File: src/rtl/imm_pkg.sv
// Shared types for the immediate generator: format selects, RV opcodes and skid-buffer states.
package imm_pkg;

  typedef enum logic [2:0] {
    IMM_I  = 3'b000,
    IMM_S  = 3'b001,
    IMM_B  = 3'b010,
    IMM_U  = 3'b011,
    IMM_J  = 3'b100,
    IMM_Z  = 3'b101,
    IMM_SH = 3'b110
  } imm_sel_e;

  localparam logic [6:0] OPC_OP_IMM = 7'b0010011;
  localparam logic [6:0] OPC_LOAD   = 7'b0000011;
  localparam logic [6:0] OPC_JALR   = 7'b1100111;
  localparam logic [6:0] OPC_SYSTEM = 7'b1110011;
  localparam logic [6:0] OPC_STORE  = 7'b0100011;
  localparam logic [6:0] OPC_BRANCH = 7'b1100011;
  localparam logic [6:0] OPC_LUI    = 7'b0110111;
  localparam logic [6:0] OPC_AUIPC  = 7'b0010111;
  localparam logic [6:0] OPC_JAL    = 7'b1101111;

  typedef enum logic [1:0] {
    BUF_EMPTY = 2'd0,
    BUF_ONE   = 2'd1,
    BUF_FULL  = 2'd2
  } buf_state_e;

endpackage

File: src/rtl/imm_decode.sv
// Combinational immediate extractor: instr + format (or opcode when AUTO_SEL) -> XLEN immediate.
// Optional CSR zimm / shamt formats are enabled by defining IMM_GEN_ZICSR_EN.
module imm_decode
  import imm_pkg::*;
#(
  parameter int XLEN     = 32,
  parameter int AUTO_SEL = 0
) (
  input  logic [31:0]     instr,
  input  logic [2:0]      sel,
  output logic [XLEN-1:0] imm,
  output logic            err
);

  logic [2:0]  eff_sel;
  logic        opc_err;
  logic [31:0] imm32;
  logic        s;

  assign s = instr[31];

  always_comb begin
    eff_sel = sel;
    opc_err = 1'b0;
    if (AUTO_SEL != 0) begin
      case (instr[6:0])
        OPC_OP_IMM, OPC_LOAD, OPC_JALR, OPC_SYSTEM: eff_sel = IMM_I;
        OPC_STORE:                                  eff_sel = IMM_S;
        OPC_BRANCH:                                 eff_sel = IMM_B;
        OPC_LUI, OPC_AUIPC:                         eff_sel = IMM_U;
        OPC_JAL:                                    eff_sel = IMM_J;
        default: begin
          eff_sel = IMM_I;
          opc_err = 1'b1;
        end
      endcase
    end
  end

  // Every format is built as a 32-bit value whose bit 31 is the correct extension bit,
  // so a single sign-extension covers both XLEN=32 and the RV64 LUI case.
  always_comb begin
    imm32 = {{20{s}}, instr[31:20]};
    err   = opc_err;
    case (eff_sel)
      IMM_I: imm32 = {{20{s}}, instr[31:20]};
      IMM_S: imm32 = {{20{s}}, instr[31:25], instr[11:7]};
      IMM_B: imm32 = {{19{s}}, s, instr[7], instr[30:25], instr[11:8], 1'b0};
      IMM_U: imm32 = {instr[31:12], 12'b0};
      IMM_J: imm32 = {{11{s}}, s, instr[19:12], instr[20], instr[30:21], 1'b0};
`ifdef IMM_GEN_ZICSR_EN
      IMM_Z: imm32 = {27'b0, instr[19:15]};
      IMM_SH: begin
        if (XLEN == 64) imm32 = {26'b0, instr[25:20]};
        else            imm32 = {27'b0, instr[24:20]};
      end
`endif
      default: err = 1'b1;
    endcase
  end

  assign imm = XLEN'($signed(imm32));

endmodule

File: src/rtl/imm_gen_pipe.sv
// Registered immediate generator with a main register (M) and a one-entry skid register (K).
// Build option IMM_GEN_ZICSR_EN adds the Z and SH formats inside imm_decode.
module imm_gen_pipe
  import imm_pkg::*;
#(
  parameter int XLEN     = 32,
  parameter int TAG_W    = 32,
  parameter int AUTO_SEL = 0
) (
  input  logic             clk,
  input  logic             rst,
  input  logic             in_valid,
  output logic             in_ready,
  input  logic [31:0]      in_instr,
  input  logic [2:0]       in_sel,
  input  logic [TAG_W-1:0] in_tag,
  output logic             out_valid,
  input  logic             out_ready,
  output logic [XLEN-1:0]  out_imm,
  output logic [TAG_W-1:0] out_tag,
  output logic             out_err
);

  if (XLEN != 32 && XLEN != 64) begin : g_bad_xlen
    $error("imm_gen_pipe: XLEN must be 32 or 64");
  end

  logic [XLEN-1:0] dec_imm;
  logic            dec_err;

  imm_decode #(
    .XLEN     (XLEN),
    .AUTO_SEL (AUTO_SEL)
  ) u_decode (
    .instr (in_instr),
    .sel   (in_sel),
    .imm   (dec_imm),
    .err   (dec_err)
  );

  buf_state_e      state_q, state_d;
  logic [XLEN-1:0] m_imm_q, m_imm_d, k_imm_q, k_imm_d;
  logic [TAG_W-1:0] m_tag_q, m_tag_d, k_tag_q, k_tag_d;
  logic            m_err_q, m_err_d, k_err_q, k_err_d;
  logic            in_ready_q, in_ready_d;
  logic            out_valid_q, out_valid_d;
  logic            in_acc, out_acc;

  assign in_acc  = in_valid && in_ready_q;
  assign out_acc = out_valid_q && out_ready;

  always_comb begin
    state_d = state_q;
    m_imm_d = m_imm_q;
    m_tag_d = m_tag_q;
    m_err_d = m_err_q;
    k_imm_d = k_imm_q;
    k_tag_d = k_tag_q;
    k_err_d = k_err_q;
    case (state_q)
      BUF_EMPTY: begin
        if (in_acc) begin
          m_imm_d = dec_imm;
          m_tag_d = in_tag;
          m_err_d = dec_err;
          state_d = BUF_ONE;
        end
      end
      BUF_ONE: begin
        // A word arriving while M drains goes straight into M.
        if (in_acc && out_acc) begin
          m_imm_d = dec_imm;
          m_tag_d = in_tag;
          m_err_d = dec_err;
        end else if (in_acc) begin
          k_imm_d = dec_imm;
          k_tag_d = in_tag;
          k_err_d = dec_err;
          state_d = BUF_FULL;
        end else if (out_acc) begin
          state_d = BUF_EMPTY;
        end
      end
      BUF_FULL: begin
        if (out_acc) begin
          m_imm_d = k_imm_q;
          m_tag_d = k_tag_q;
          m_err_d = k_err_q;
          state_d = BUF_ONE;
        end
      end
      default: state_d = BUF_EMPTY;
    endcase
    out_valid_d = (state_d != BUF_EMPTY);
    in_ready_d  = (state_d != BUF_FULL);
  end

  always_ff @(posedge clk) begin
    if (rst) begin
      state_q     <= BUF_EMPTY;
      m_imm_q     <= '0;
      m_tag_q     <= '0;
      m_err_q     <= 1'b0;
      k_imm_q     <= '0;
      k_tag_q     <= '0;
      k_err_q     <= 1'b0;
      out_valid_q <= 1'b0;
      in_ready_q  <= 1'b1;
    end else begin
      state_q     <= state_d;
      m_imm_q     <= m_imm_d;
      m_tag_q     <= m_tag_d;
      m_err_q     <= m_err_d;
      k_imm_q     <= k_imm_d;
      k_tag_q     <= k_tag_d;
      k_err_q     <= k_err_d;
      out_valid_q <= out_valid_d;
      in_ready_q  <= in_ready_d;
    end
  end

  assign in_ready  = in_ready_q;
  assign out_valid = out_valid_q;
  assign out_imm   = m_imm_q;
  assign out_tag   = m_tag_q;
  assign out_err   = m_err_q;

endmodule

File: config.mk
export PLATFORM = sky130hd
export DESIGN_NAME = imm_gen_pipe
export DESIGN_NICKNAME = d
export VERILOG_FILES = /design/src/rtl/imm_pkg.sv /design/src/rtl/imm_decode.sv /design/src/rtl/imm_gen_pipe.sv
export SDC_FILE = /design/constraint.sdc
export NUM_CORES = 1
export LEC_CHECK = 0
export CAP_MARGIN = 20
export CELL_PAD_IN_SITES_DETAIL_PLACEMENT = 2
export CELL_PAD_IN_SITES_GLOBAL_PLACEMENT = 2
export CORE_MARGIN = 3
export CORE_UTILIZATION = 26
export DETAILED_ROUTE_END_ITERATION = 16
export GPL_TIMING_DRIVEN = 0
export MAX_ROUTING_LAYER = met4
export PLACE_DENSITY_LB_ADDON = 0.1
export SLEW_MARGIN = 20
export SYNTH_ARGS = -nofsm -noshare
export SYNTH_HDL_FRONTEND = slang
export SYNTH_SLANG_ARGS = --single-unit
File: constraint.sdc
create_clock -name clk -period 1.4 [get_ports clk]
set_clock_uncertainty 0.05 [all_clocks]
set_input_delay 0.28 -clock clk [delete_from_list [all_inputs] [get_ports clk]]
set_output_delay 0.28 -clock clk [all_outputs]
set_load 0.02 [all_outputs]
==> results of run 1 <==
routing by layer:
layer / share of wire / global-route usage / vias up / routed length (um)
li1: - / - / 2933 / -
met1: 0.43 / 0.257 / 3142 / 11700
met2: 0.51 / 0.381 / 138 / 13700
met3: 0.037 / 0.0444 / 34 / 982
met4: 0.018 / 0.0521 / 0 / 495
met5: 0 / - / - / 0
power breakdown:
part	leakage, nW	internal (mW)	total, mW	switching [mW]
Sequential	1.10	4.19	4.43	0.248
Clock	0.317	3.20	5.03	1.82
Combinational	2.32	1.47	3.38	1.90
sequential cells by signal, summed over array words and instances, names as in the netlist:
name	cells
k_tag_q	32
out_valid	1
out_imm	32
out_tag	32
out_err	1
k_err_q	1
in_ready	1
state_q	2
k_imm_q	32
worst paths after layout:
check | start | end | slack, ps | depth (start not counted)
setup / recovery | in_ready | out_tag[16] | -290 | 6
hold / removal | out_ready | state_q[1] | 300 | 2
setup reg to reg | in_ready | out_tag[16] | -290 | 6
hold reg to reg | k_imm_q[18] | k_imm_q[18] | 410 | 2
worst reg2reg max path: cells and delay by family (launching register included):
kind | cells | cell delay [ps]
buffers and inverters | 2 | 420
DFF | 1 | 370
AOI/OAI and AO/OA | 2 | 520
and+or+nand+nor | 2 | 230
metrics by stage:
step / total power [mW] / setup WS, ps / std cells / cell area [sq um]
after floorplan: 5.85 / -45.2 / 717 / 5870
after global placement: 6.99 / -969 / 1124 / 7490
after detailed placement: 7.08 / -1050 / 1124 / 7490
after CTS: 12.7 / -186 / 1198 / 9490
after global routing: 13.4 / -399 / 1202 / 9820
final: 12.8 / -288 / 1202 / 9820
kinds of logic (layout without fill, tap and decap cells):
kind of cell,after synthesis,in the layout
DFF,134,134
other,0,1
muxes,1,1
xor gates and xnor gates,1,1
buffers and inverters,70,272
and+or+nand+nor,333,334
AOI/OAI and AO/OA,178,179
cell type report:
cell class / count / area (sq um) / share of cell area
flip-flops and latches: 134 / 2700 / 0.274
clock buffers: 19 / 443 / 0.0451
inverters: 3 / 11.3 / 0.00115
diodes: 1 / 2.50 / 0.000255
repair buffers: 173 / 1760 / 0.179
well taps: 280 / 350 / 0.0357
multi-input cells: 515 / 3760 / 0.382
plain buffers: 64 / 599 / 0.0610
clock inverters: 13 / 201 / 0.0205
what timing repair did:
item                       4_1_cts  5_1_grt
buffers inserted                29       12
gates cloned                    13        2
pin swaps                       74       64
setup endpoints to repair      200      171
gates resized for setup        443      197
hold endpoints to repair         0        0
synth_stat cells (3+ instances only):
library cell,number
nand2_1,166
dfxtp_1,134
nor2_1,73
a21oi_1,69
a311oi_1,34
nand3b_1,30
buf_2,29
clkbuf_1,27
nor3_1,24
nand4_1,17
a221oi_1,15
o21ai_0,13
o2bb2ai_1,11
a211oi_1,10
nor3b_1,8
o21ai_1,7
buf_4,5
o41ai_2,5
o21a_1,4
buf_1,3
buf_6,3
inv_1,3
nor2b_1,3
==> reports/metrics.yaml, run 1 <==
synth_area_leaders: "dfxtp_1 (46%), nand2_1 (11%), a21oi_1 (5.9%)"
grt_pass1_vias: 7019
cts_root_buffer: "clkbuf_16"
gr-total-overflow: 0
yosys.area.top_type_share: 0.461
path_buf_inv: 2
ctsHoldBuffers: 0
drtIter0Drc: 256
post_drt_wl_per_cell_um: 22.4
cts_tree: "yes"
synth_compound_area_frac: 0.216
peakVddDrop_v: 0.000809
async_reset_ff_frac: 0
fin_tns_setup_ps: -23700
synth_largest_area_cell: "dfxtp_1"
path_cells: "nand4_1 -> o211ai_2 -> buf_6 -> clkbuf_16 -> nor2_1 -> a311oi_1"
syn_to_final_growth_pct: 68.9
cp-start-kind: "flop"
grt_pass1_wl_mm: 39.9
fillers: 2303
io_buffers: 127
period_share: 1.21
drt-vias-per-instance: 5.20
required_ps: 1670
holdWs_ps: 300
dieArea_sq_mm: 0.0242
netlist_area_sq_mm: 0.00582
track_usage: 0.217
postSynthCellCount: 717
route.detailed.drc: 0
avgSynthCellArea_sq_um: 8.11
synth-seq-cells: 134
hold_viol: 0
gp_congestion: 0.773
htreeDepth: 4
worst-slew-pin-transition_ps: 705
syn-num-nets: 788
drt-total-wl_mm: 26.9
drive_above_1_share: 0.429
slowest_stage: "dfxtp_4"
period_minus_slack_ps: 1690
slew_headroom: 0.529
finalWorstSetupSlack_ps: -288
critPathTopFamily: "compound AO/OA/AOI/OAI gates"
crit_fanout: 9
ys_warn_count: 0
rsz0062_at_grt: "true"
synthAdderAreaFrac: 0
hpwl_mm: 16.8
finalSetupViolCount: 133
mostFrequentLayoutCell: "dfxtp_1"
clk_latency_ps: 420
die_h_um: 156
setup.worst_path.end_class: "flop"
initial_core_util: 0.266
synth_xor_area_frac: 0.00151
fin_nets: 979
grt_antenna_before_repair: 1
path_class: "flop to flop"
holdCritPathClass: "input port to flop"
vias: 6247
cpPeakStageDelay_ps: 370
violations: "setup timing"
critPathArrivalTime_ps: 1960
yosys.area_share.simple: 0.261
slew_viol_final: 0
final_cell_mix: "dfxtp_1 (130), nand2_1 (91), nor2_1 (62), clkdlybuf4s50_1 (57), a21oi_2 (56)"
synth.distinct_cells: 42
p_leak_nw: 3.74
synth_edf_count: 0
die-width_um: 156
rows: 54
clkTransAtPathRegs_ps: 60
powerDensity_mw_per_mm2: 1310
cts_buffers: 17
synth_top_family_by_area: "simple AND/OR/NAND/NOR gates"
final_util: 0.449
synthFlopType: "dfxtp_1"
antenna_left: 0
clockBufferDepth: 2
dr.pass1.iters: 4
grt_max_degree: 17
core_area_sq_mm: 0.0219
ios: 138
muxShareOfSynthArea: 0.00172
ys_seq_area_frac: 0.461
status: "finished with violations"
max_freq_mhz: 592
cts.sinks: 134
max_cap_violations: 0
Power figures use the tool's default switching activity.
==> run 2: changes to the inputs <==
--- a/config.mk
+++ b/config.mk
@@ -12,9 +12,10 @@
 export CORE_UTILIZATION = 26
 export DETAILED_ROUTE_END_ITERATION = 16
 export GPL_TIMING_DRIVEN = 0
+export HOLD_SLACK_MARGIN = 0.15
 export MAX_ROUTING_LAYER = met4
 export PLACE_DENSITY_LB_ADDON = 0.1
-export SLEW_MARGIN = 20
+export SLEW_MARGIN = 0
 export SYNTH_ARGS = -nofsm -noshare
 export SYNTH_HDL_FRONTEND = slang
 export SYNTH_SLANG_ARGS = --single-unit
==> results of run 2 <==
No change in the layout: final DEF, timing and power equal those of run 1.
